<file path="src/rtl/axi2apb_cmd_burst.sv">
// AXI AW/AR command arbiter, command FIFO and burst expander feeding an APB master FSM.
// Each presented beat is one 32-bit APB access with its own address, ID, last and error flag.
module axi2apb_cmd_burst #(
    parameter int AXI_ID_WIDTH   = 6,
    parameter int AXI_ADDR_WIDTH = 32,
    parameter int APB_ADDR_WIDTH = 12,
    parameter int SEL_WIDTH      = 4,
    parameter int LEN_WIDTH      = 8,
    parameter int FIFO_DEPTH     = 2
) (
    input  logic                                clk,
    input  logic                                reset,
    input  logic [AXI_ID_WIDTH-1:0]             AWID,
    input  logic [AXI_ADDR_WIDTH-1:0]           AWADDR,
    input  logic [LEN_WIDTH-1:0]                AWLEN,
    input  logic [2:0]                          AWSIZE,
    input  logic [1:0]                          AWBURST,
    input  logic                                AWVALID,
    output logic                                AWREADY,
    input  logic [AXI_ID_WIDTH-1:0]             ARID,
    input  logic [AXI_ADDR_WIDTH-1:0]           ARADDR,
    input  logic [LEN_WIDTH-1:0]                ARLEN,
    input  logic [2:0]                          ARSIZE,
    input  logic [1:0]                          ARBURST,
    input  logic                                ARVALID,
    output logic                                ARREADY,
    input  logic                                finish_wr,
    input  logic                                finish_rd,
    output logic                                cmd_empty,
    output logic                                cmd_read,
    output logic [AXI_ID_WIDTH-1:0]             cmd_id,
    output logic [SEL_WIDTH+APB_ADDR_WIDTH-1:0] cmd_addr,
    output logic [LEN_WIDTH-1:0]                cmd_len,
    output logic                                cmd_last,
    output logic                                cmd_err
);

    localparam int CMD_AW = SEL_WIDTH + APB_ADDR_WIDTH;
    localparam int PTR_W  = $clog2(FIFO_DEPTH);
    localparam int CNT_W  = PTR_W + 1;

    typedef struct packed {
        logic [AXI_ID_WIDTH-1:0] id;
        logic [CMD_AW-1:0]       addr;
        logic [LEN_WIDTH-1:0]    len;
        logic                    err;
        logic                    read;
        logic                    incr;
    } cmd_t;

    cmd_t                mem [FIFO_DEPTH];
    logic [PTR_W-1:0]    wr_ptr;
    logic [PTR_W-1:0]    rd_ptr;
    logic [CNT_W-1:0]    count;
    logic                sel_rd;
    logic [LEN_WIDTH-1:0]      beat;
    logic [APB_ADDR_WIDTH-1:0] off;

    logic full;
    logic empty;
    logic ar_hs;
    logic aw_hs;
    logic push;
    logic pop;
    logic retire;
    logic last;
    cmd_t head;
    cmd_t push_cmd;
    logic [2:0] push_size;
    logic [1:0] push_burst;
    logic       unused_addr_bits;

    // Upper AXI address bits above the select field do not reach the APB side.
    assign unused_addr_bits = ^{AWADDR, ARADDR};

    // Handshake: a channel transfers on a cycle where VALID and READY are both
    // high at the rising edge; READY depends only on registered full and sel_rd.
    assign full    = (count == CNT_W'(FIFO_DEPTH));
    assign empty   = (count == '0);
    assign ARREADY = ~full & sel_rd;
    assign AWREADY = ~full & ~sel_rd;
    assign ar_hs   = ARVALID & ARREADY;
    assign aw_hs   = AWVALID & AWREADY;
    assign push    = ar_hs | aw_hs;

    always_comb begin
        push_cmd   = '0;
        push_size  = sel_rd ? ARSIZE  : AWSIZE;
        push_burst = sel_rd ? ARBURST : AWBURST;
        push_cmd.read = sel_rd;
        push_cmd.id   = sel_rd ? ARID : AWID;
        push_cmd.addr = sel_rd ? ARADDR[CMD_AW-1:0] : AWADDR[CMD_AW-1:0];
        push_cmd.len  = sel_rd ? ARLEN : AWLEN;
        push_cmd.err  = (push_size != 3'd2) | push_burst[1];
        push_cmd.incr = (push_burst == 2'b01) & ~push_cmd.err;
    end

    assign head   = mem[rd_ptr];
    assign last   = (beat == head.len);
    assign retire = ~empty & (head.read ? finish_rd : finish_wr);
    assign pop    = retire & last;

    assign cmd_empty = empty;
    assign cmd_read  = ~empty & head.read;
    assign cmd_id    = empty ? '0 : head.id;
    assign cmd_addr  = empty ? '0 :
                       {head.addr[CMD_AW-1:APB_ADDR_WIDTH], head.addr[APB_ADDR_WIDTH-1:0] + off};
    assign cmd_len   = empty ? '0 : head.len;
    assign cmd_last  = ~empty & last;
    assign cmd_err   = ~empty & head.err;

    always_ff @(posedge clk) begin
        if (push) begin
            mem[wr_ptr] <= push_cmd;
        end
    end

    always_ff @(posedge clk) begin
        if (reset) begin
            sel_rd <= 1'b1;
            wr_ptr <= '0;
            rd_ptr <= '0;
            count  <= '0;
            beat   <= '0;
            off    <= '0;
        end else begin
            // Whichever channel was just served (or is idle) yields to the other.
            if (AWVALID & (ar_hs | ~ARVALID)) begin
                sel_rd <= 1'b0;
            end else if (ARVALID & (aw_hs | ~AWVALID)) begin
                sel_rd <= 1'b1;
            end
            if (push) begin
                wr_ptr <= wr_ptr + PTR_W'(1);
            end
            if (pop) begin
                rd_ptr <= rd_ptr + PTR_W'(1);
            end
            count <= count + CNT_W'(push) - CNT_W'(pop);
            if (retire) begin
                if (last) begin
                    beat <= '0;
                    off  <= '0;
                end else begin
                    beat <= beat + LEN_WIDTH'(1);
                    if (head.incr) begin
                        off <= off + APB_ADDR_WIDTH'(4);
                    end
                end
            end
        end
    end

endmodule
</file>
<file path="config.mk">
export PLATFORM = sky130hd
export DESIGN_NAME = axi2apb_cmd_burst
export DESIGN_NICKNAME = d
export VERILOG_FILES = /design/src/rtl/axi2apb_cmd_burst.sv
export SDC_FILE = /design/constraint.sdc
export NUM_CORES = 1
export LEC_CHECK = 0
export CORE_MARGIN = 3
export CORE_UTILIZATION = 48
export CTS_BUF_LIST = sky130_fd_sc_hd__clkbuf_2
export CTS_CLUSTER_SIZE = 28
export DETAILED_ROUTE_END_ITERATION = 8
export PLACE_DENSITY = 0.85
export SYNTH_ARGS = -nofsm -noshare
export SYNTH_HDL_FRONTEND = slang
export SYNTH_SLANG_ARGS = --single-unit
</file>
<file path="constraint.sdc">
create_clock -name clk -period 8.35 [get_ports clk]
set_clock_uncertainty 0.1 [all_clocks]
set_input_delay 1.2525 -clock clk [delete_from_list [all_inputs] [get_ports clk]]
set_output_delay 1.2525 -clock clk [all_outputs]
set_load 0.02 [all_outputs]
</file>
==> summary.txt, run 1 <==
Hold path
  – Path type of the worst min-delay path: reg2reg

Worst setup path
  – Endpoint required time on the critical path: 7.00 ns
  – Max FO, Critical Path: 27
  – Kind of end point of the critical path: output pin
  – Arrival time at the worst endpoint: approximately 4 ns
  – Kind of start point of the critical path: flip-flop
  – Critical path start-end classification: reg2out

Drt
  – Average wire per standard cell: 16.6 µm
  – Count of nets left with antenna violations after detail routing: 0
  – Sum of routed wire length over all layers: between 9000 and 10000 µm
  – Post-DR vias/cell: 5.47
  – Via count: 3230
  – Violation count after the first detailed-routing iteration: 116
  – Number of DRC violations after detailed routing: 0
  – Initial DRT Pass Iterations: 4

Synth
  – Multiplexer area fraction after synthesis: 16.4%
  – Compound-cell area share of the yosys netlist: 4.58%
  – Sequential share of the synthesized area: 54.3%
  – Post-Synth Simple-Gate Area: 12.0%
  – Nets in the synthesized netlist: 492
  – Area share of fa/ha/maj cells after synthesis: 3.86%
  – Top area cells in the synthesized netlist: sky130_fd_sc_hd__edfxtp_1, sky130_fd_sc_hd__dfxtp_1, sky130_fd_sc_hd__mux2_2
  – Library cell occupying the most area in the post-synthesis netlist: sky130_fd_sc_hd__edfxtp_1
  – Post-synth EDFFs: 66
  – Cell area after synthesis: 4540 µm²
  – Mean post-synth cell area: 12.3 µm²
  – Main combinational cell family by area after synthesis: multiplexers
  – Number of cells produced by synthesis: 370
  – Seq cells post-synth: 90
  – Area share of the largest cell type after synthesis: 43.7%
  – Most used flip-flop cell after synthesis: sky130_fd_sc_hd__edfxtp_1
  – Number of unique standard cell types used by synthesis: 46
  – Number of warning messages in the yosys log: 0
  – Xor and xnor fraction of the mapped netlist area: 6.37%
  – Share of synthesized flip-flops with an asynchronous set or reset: 0%

Timing
  – Number of pins with negative max-slew slack in the final report: 0
  – RSZ-0062 raised after global routing: no
  – Max-Slew Margin vs Limit: 31.6%
  – Final worst path period need: 5.36 ns
  – Actual slew at the worst max-slew pin: 1.02 ns
  – Total of endpoints with negative setup slack in the final report: 0
  – Total Negative Setup Slacks: 0 ns
  – Final hold viol count: 0
  – Maximum clock frequency: approximately 0.19 GHz
  – Fraction of the cycle the final worst path needs: between 60% and 70%

Pwr
  – Net switching power: 0.000313 W
  – Total power consumption of the routed design: slightly above 0.001 W
  – Pwr dens: 178 nW/µm²
  – Cell internal power dissipation: about 0.00073 W
  – Switch share: between 30% and 40%
  – Logic pwr share: between 20% and 30%
  – LEAKAGE: 2.06 nW
  – Clock group share of total power: 20.3%
  – Sequential Power Share: 52.1%
  – IR drop worst, VDD: slightly below 0.00008 V

Place
  – DP HPWL: 7050 µm
  – Number of port buffers: approximately 110
  – Post-DP Area: 5730 µm²
  – Placed cells: between 500 and 600
  – Routability congestion estimate: 0.833

CTS
  – Num CTS Buffers: 9
  – Clock latency reported for the late side of the worst-skew pair: ~0.53 ns
  – Clock tree from TritonCTS: done
  – Buffer count from post-CTS setup fixing: 0
  – Clock tree sinks: 90
  – Root buffer selected by CTS: sky130_fd_sc_hd__clkbuf_2
  – Post_cts resized: 0
  – Maximum buffer depth of the clock tree: 2
  – Hold_buf cts: 0
  – H-Tree Level Count: 3
  – Clock-pin transition on the worst setup and hold timing paths: 0.21 ns

Die
  – Number of top-level pins: around 140
  – Core Footprint: 8930 µm²
  – Overall die area: 10700 µm²
  – Cell row count: 34
  – Chip width: about 100 µm
  – Starting density of the core: around half
  – Die Span Y: around 100 µm

Global route
  – Overflow after GRT: 0
  – Number of antenna violations at the first check in global routing: 0
  – First-pass GRT wire length: 15800 µm
  – Number of global-route vias before repair: around 3400
  – Pin count of the biggest net entering global routing: 39
  – All-layer global routing usage: 19.4%

Cells and area
  – Commonest non-fill, non-tap cell in the layout: sky130_fd_sc_hd__clkdlybuf4s50_1
  – Post-route design area: 5830 µm²
  – Fraction of layout instances using a drive strength above 1: 14.1%
  – Non-filler instance count after layout: 591
  – Area added between synthesis and finish: 28.5%
  – Most used cells in the layout excluding fill and tap cells: sky130_fd_sc_hd__clkdlybuf4s50_1, sky130_fd_sc_hd__edfxtp_1, sky130_fd_sc_hd__nor2_1
  – Antenna Diode Count: 0
  – Net count, final: 600

Run
  – Max-capacitance violation count: 0

Run status
  – Outcome: finished clean
==> layout make-up <==
class,count,area (µm²)
clock buffer,9,45.0
clock inverter,7,58.8
fill,707,3100
inverter,8,30.0
multi-input combinational,257,1980
sequential,90,2460
tap,108,135
timing repair buffer,112,1120
==> worst paths after layout <==
path / from / cells past startpoint / slack, ns / endpoint
worst max-delay path: flip-flop / 10 / 2.99 / cmd_addr[9]
worst min-delay path: rd_ptr / 2 / 0.44 / rd_ptr
worst max register to register: flip-flop / 12 / 5.26 / count[1]
worst min register to register: rd_ptr / 2 / 0.44 / rd_ptr
==> flip-flops by register name, indices dropped and copies added, names as in the netlist, named ones only <==
register	flops
wr_ptr	1
count	2
rd_ptr	1
mem	66
beat	8
sel_rd	1
off	10
==> metrics by stage <==
step	utilization [%]	setup WS, ns	hold WS [ns]
finish	65.3	2.99	0.441
global route	65.3	2.68	0.480
CTS	65.3	3.00	0.445
detailed placement	64.1	3.62	0.398
global placement	64.1	3.63	0.391
floorplan	-	4.16	0.324
==> per-layer routing <==
metal | GRT usage [%] | routed length, µm | up-vias
li1 | - | - | 1561
met1 | 22.3 | 4060 | 1565
met2 | 35.6 | 5170 | 88
met3 | 4.56 | 453 | 16
met4 | 6.18 | 144 | 0
met5 | 0 | 0 | -
==> cell families after synthesis <==
family | after synthesis
adder cells (fa/ha/maj) | 14
buffers and inverters | 23
AO/OA/AOI/OAI | 30
other | 1
multiplexers | 66
AND/OR/NAND/NOR | 113
flip-flops | 90
XOR/XNOR | 33
==> cells in the mapped netlist (2+ instances only) <==
master / instances
sky130_fd_sc_hd__nand4_1: 7
sky130_fd_sc_hd__inv_1: 7
sky130_fd_sc_hd__mux2i_4: 2
sky130_fd_sc_hd__o21ai_0: 5
sky130_fd_sc_hd__xnor2_1: 16
sky130_fd_sc_hd__o311ai_1: 2
sky130_fd_sc_hd__nor4b_1: 2
sky130_fd_sc_hd__nor2_1: 53
sky130_fd_sc_hd__and2_1: 3
sky130_fd_sc_hd__ha_1: 14
sky130_fd_sc_hd__nor4_1: 2
sky130_fd_sc_hd__a21o_1: 4
sky130_fd_sc_hd__xor2_1: 17
sky130_fd_sc_hd__buf_6: 3
sky130_fd_sc_hd__nand3_1: 7
sky130_fd_sc_hd__nor2b_1: 5
sky130_fd_sc_hd__and3_1: 6
sky130_fd_sc_hd__a21oi_1: 8
sky130_fd_sc_hd__nor4_2: 2
sky130_fd_sc_hd__clkbuf_1: 6
sky130_fd_sc_hd__a311oi_1: 2
sky130_fd_sc_hd__mux2_2: 40
sky130_fd_sc_hd__nand2_1: 17
sky130_fd_sc_hd__edfxtp_1: 66
sky130_fd_sc_hd__dfxtp_1: 24
sky130_fd_sc_hd__mux2i_2: 2
sky130_fd_sc_hd__nand2b_1: 2
sky130_fd_sc_hd__o211ai_1: 2
sky130_fd_sc_hd__buf_1: 5
sky130_fd_sc_hd__nor3_1: 2
sky130_fd_sc_hd__mux2i_1: 22
==> power by group through the flow <==
stage	Sequential, W	Combinational, W	Clock (W)
after floorplan	0.000543	0.000163	0
after global placement	0.000549	0.000282	0
after detailed placement	0.000552	0.000289	0
after CTS	0.000542	0.000290	0.000212
after global routing	0.000546	0.000309	0.000231
final	0.000541	0.000287	0.000211
==> critical path: stages (launching register included) <==
cell,delay (ns)
sky130_fd_sc_hd__dfxtp_2,0.48
sky130_fd_sc_hd__buf_4,0.45
sky130_fd_sc_hd__mux2_2,0.40
sky130_fd_sc_hd__ha_1,0.32
sky130_fd_sc_hd__a21o_1,0.17
sky130_fd_sc_hd__a21oi_1,0.22
sky130_fd_sc_hd__o21ai_0,0.21
sky130_fd_sc_hd__o41ai_1,0.35
sky130_fd_sc_hd__xor2_1,0.12
sky130_fd_sc_hd__nor2_1,0.12
sky130_fd_sc_hd__clkdlybuf4s50_1,0.63
No activity file was read; power rests on OpenSTA's default activity.
==> run 2: changes to the inputs <==
--- a/config.mk
+++ b/config.mk
@@ -6,11 +6,11 @@
 export NUM_CORES = 1
 export LEC_CHECK = 0
 export CORE_MARGIN = 3
-export CORE_UTILIZATION = 48
+export CORE_UTILIZATION = 44
 export CTS_BUF_LIST = sky130_fd_sc_hd__clkbuf_2
 export CTS_CLUSTER_SIZE = 28
 export DETAILED_ROUTE_END_ITERATION = 8
-export PLACE_DENSITY = 0.85
+export PLACE_DENSITY = 0.83
 export SYNTH_ARGS = -nofsm -noshare
 export SYNTH_HDL_FRONTEND = slang
 export SYNTH_SLANG_ARGS = --single-unit
==> constraint.sdc (replaced) <==
create_clock -name clk -period 4.5 [get_ports clk]
set_clock_uncertainty 0.1 [all_clocks]
set_input_delay 0.675 -clock clk [delete_from_list [all_inputs] [get_ports clk]]
set_output_delay 0.675 -clock clk [all_outputs]
set_load 0.02 [all_outputs]
==> summary.txt, run 2 (same netlist as run 1, synthesis figures left out) <==
Run status
  – Outcome: finished clean

Drt
  – Post-DR vias/cell: 5.18 (-5.3%)
  – Initial DRT Pass Iterations: 4 (unchanged)
  – Violation count after the first detailed-routing iteration: 116 (unchanged)
  – Count of nets left with antenna violations after detail routing: 0 (unchanged)
  – Number of DRC violations after detailed routing: 0 (unchanged)
  – Sum of routed wire length over all layers: 9860 µm (+0.34%)
  – Average wire per standard cell: 16.0 µm (-4.0%)
  – Via count: 3200 (-0.93%)

Timing
  – Final worst path period need: ~4.3 ns
  – Max-Slew Margin vs Limit: 30.6% (-0.91 points)
  – Worst Hold Margin: 0.434 ns (-0.00778 ns)
  – RSZ-0062 raised after global routing: no
  – Maximum clock frequency: about 0.23 GHz
  – Total Negative Setup Slacks: 0 ns (unchanged)
  – Total of endpoints with negative setup slack in the final report: 0 (unchanged)
  – Number of pins with negative max-slew slack in the final report: 0 (unchanged)
  – Final setup slack of the worst path: 0.154 ns (-2.84 ns)
  – Final hold viol count: 0 (unchanged)
  – Fraction of the cycle the final worst path needs: 96.6%
  – Actual slew at the worst max-slew pin: 1.04 ns (+0.0134 ns)

Place
  – Routability congestion estimate: 0.811 (-2.6%)
  – Number of port buffers: 111 (unchanged)
  – DP HPWL: 7190 µm (+2.0%)
  – Place WS: 0.749 ns (-2.87 ns)

CTS
  – H-Tree Level Count: 3 (unchanged)
  – Clock tree sinks: 90 (unchanged)
  – Post_cts resized: 0 (unchanged)
  – Maximum buffer depth of the clock tree: 2 (unchanged)
  – Buffer count from post-CTS setup fixing: 0 (unchanged)
  – Root buffer selected by CTS: sky130_fd_sc_hd__clkbuf_2
  – Clock-pin transition on the worst setup and hold timing paths: 0.25 ns (+0.04 ns)
  – Hold_buf cts: 0 (unchanged)
  – Clock latency reported for the late side of the worst-skew pair: 0.56 ns (+0.03 ns)
  – Clock tree from TritonCTS: done
  – Num CTS Buffers: 9 (unchanged)

Cells and area
  – Area added between synthesis and finish: 29.8%
  – Largest registers in the final layout: mem x66, off x10, beat x8
  – Commonest non-fill, non-tap cell in the layout: sky130_fd_sc_hd__clkdlybuf4s50_1
  – Net count, final: 601 (+0.17%)
  – Register ranked first by flip-flop count: mem
  – Core occupancy in the finished layout: 59.4% (-5.8 points)
  – Max reg flops: 66 (unchanged)
  – Most used cells in the layout excluding fill and tap cells: sky130_fd_sc_hd__clkdlybuf4s50_1, sky130_fd_sc_hd__edfxtp_1, sky130_fd_sc_hd__nor2_1
  – Fraction of layout instances using a drive strength above 1: 15.1% (+1.0 points)
  – Count of fill cells added during filler insertion: 811 (+15%)

Die
  – Core Footprint: 9910 µm² (+11%)
  – Number of top-level pins: 144 (unchanged)
  – Cell row count: 36 (+5.9%)
  – Starting density of the core: 45.8% (-5.0 points)
  – Overall die area: 11600 µm² (+8.6%)
  – Die Span Y: 108 µm (+4.2%)
  – Chip width: 108 µm (+4.2%)

Hold path
  – Path type of the worst min-delay path: reg2reg

Pwr
  – Total power consumption of the routed design: 0.00194 W (+86%)
  – Sequential Power Share: 51.6% (-0.5 points)
  – LEAKAGE: 2.09 nW (+1.2%)
  – Pwr dens: 329 nW/µm² (+84%)
  – Clock group share of total power: 20.6% (+0.3 points)
  – Switch share: 29.9% (-0.20 points)
  – Net switching power: 0.000578 W (+85%)
  – IR drop worst, VDD: 0.000181 V (+130%)
  – Cell internal power dissipation: 0.00136 W (+87%)
  – Logic pwr share: 27.9% (+0.3 points)

Worst setup path
  – Cell-by-cell listing of the critical path: mux2_2 > ha_1 > a21o_1 > a21oi_1 > o21ai_0 > o41ai_1 > xor2_1 > nor2_1 > clkdlybuf4s50_1
  – Max FO, Critical Path: 11 (-59%)
  – Arrival time at the worst endpoint: 3.57 ns (-0.43 ns)
  – Critical path start-end classification: reg2out
  – Kind of start point of the critical path: flip-flop
  – Kind of cell adding the most delay to the critical path: compound AO/OA/AOI/OAI gates
  – Endpoint required time on the critical path: 3.72 ns (-3.28 ns)
  – Kind of end point of the critical path: output pin
  – Crit path largest cell delay: 0.62 ns (about the same)
  – CP Buf/Inv Count: 1 (-1)
  – Slowest-stage cell, CP: sky130_fd_sc_hd__clkdlybuf4s50_1

Global route
  – Met3 layer usage reported by global route: 4.02% (-0.54 points)
  – Met2 global-route usage: 30.6% (-4.9 points)
  – Overflow after GRT: 0 (unchanged)
  – Number of antenna violations at the first check in global routing: 1 (+1)
  – Pin count of the biggest net entering global routing: 38 (-2.6%)
  – Number of global-route vias before repair: 3344 (-0.86%)
  – Highest-utilization routing layer at the global route stage: met2
  – Global-route met1 utilization: 20.1% (-2.2 points)
  – All-layer global routing usage: 17.7% (-1.7 points)
  – First-pass GRT wire length: 15800 µm (about the same)

Run
  – Max-capacitance violation count: 0 (unchanged)
-- run 2: cell count changes in the layout (fill, tap and decap cells not counted), sizes merged --
cell and delta:
dlymetal6s2s +1, clkbuf +2, diode +1, inv -1, buf +1, clkinv -2, clkdlybuf4s50 -1, clkinvlp +1
-- run 2: power by group through the flow --
stage	Combinational (W)	Sequential (W)	Clock, W
after floorplan	0.000302	0.00101	0
after global placement	0.000529	0.00101	0
after detailed placement	0.000541	0.00102	0
after CTS	0.000545	0.000999	0.000403
after global routing	0.000584	0.00100	0.000430
final	0.000540	0.000998	0.000398
-- run 2: metal layers --
metal	vias to the layer above	share of wire (%)
met3	21	6.0
met2	93	52
met1	1527	39
met4	0	2.8
li1	1559	-
met5	-	0
-- run 2: final timing paths --
check	from	end	slack, ns	depth (start not counted)
max reg2reg	flip-flop	count[1]	1.36	12
max	flip-flop	cmd_addr[9]	0.15	9
min reg2reg	rd_ptr	flip-flop	0.43	2
min	rd_ptr	flip-flop	0.43	2
-- run 2: worst min-delay path, stage by stage, from the launching register on --
cell,delay (ns)
sky130_fd_sc_hd__dfxtp_1,0.38
sky130_fd_sc_hd__xor2_1,0.09
sky130_fd_sc_hd__nor2_1,0.08
-- run 2: layout make-up --
class,count,area (µm²),area share [%]
multi-input combinational,257,1990,33.7
antenna,1,2.50,0.0425
sequential,90,2470,41.9
timing repair buffer,113,1130,19.2
inverter,8,30.0,0.510
clock buffer,11,55.1,0.935
tap,133,166,2.82
clock inverter,5,55.1,0.935
-- run 2: metrics by stage --
step                      cells  cell area [µm²]
after floorplan             370             4540
after global placement      601             5770
after detailed placement    601             5770
after CTS                   617             5880
after global routing        618             5890
final                       618             5890
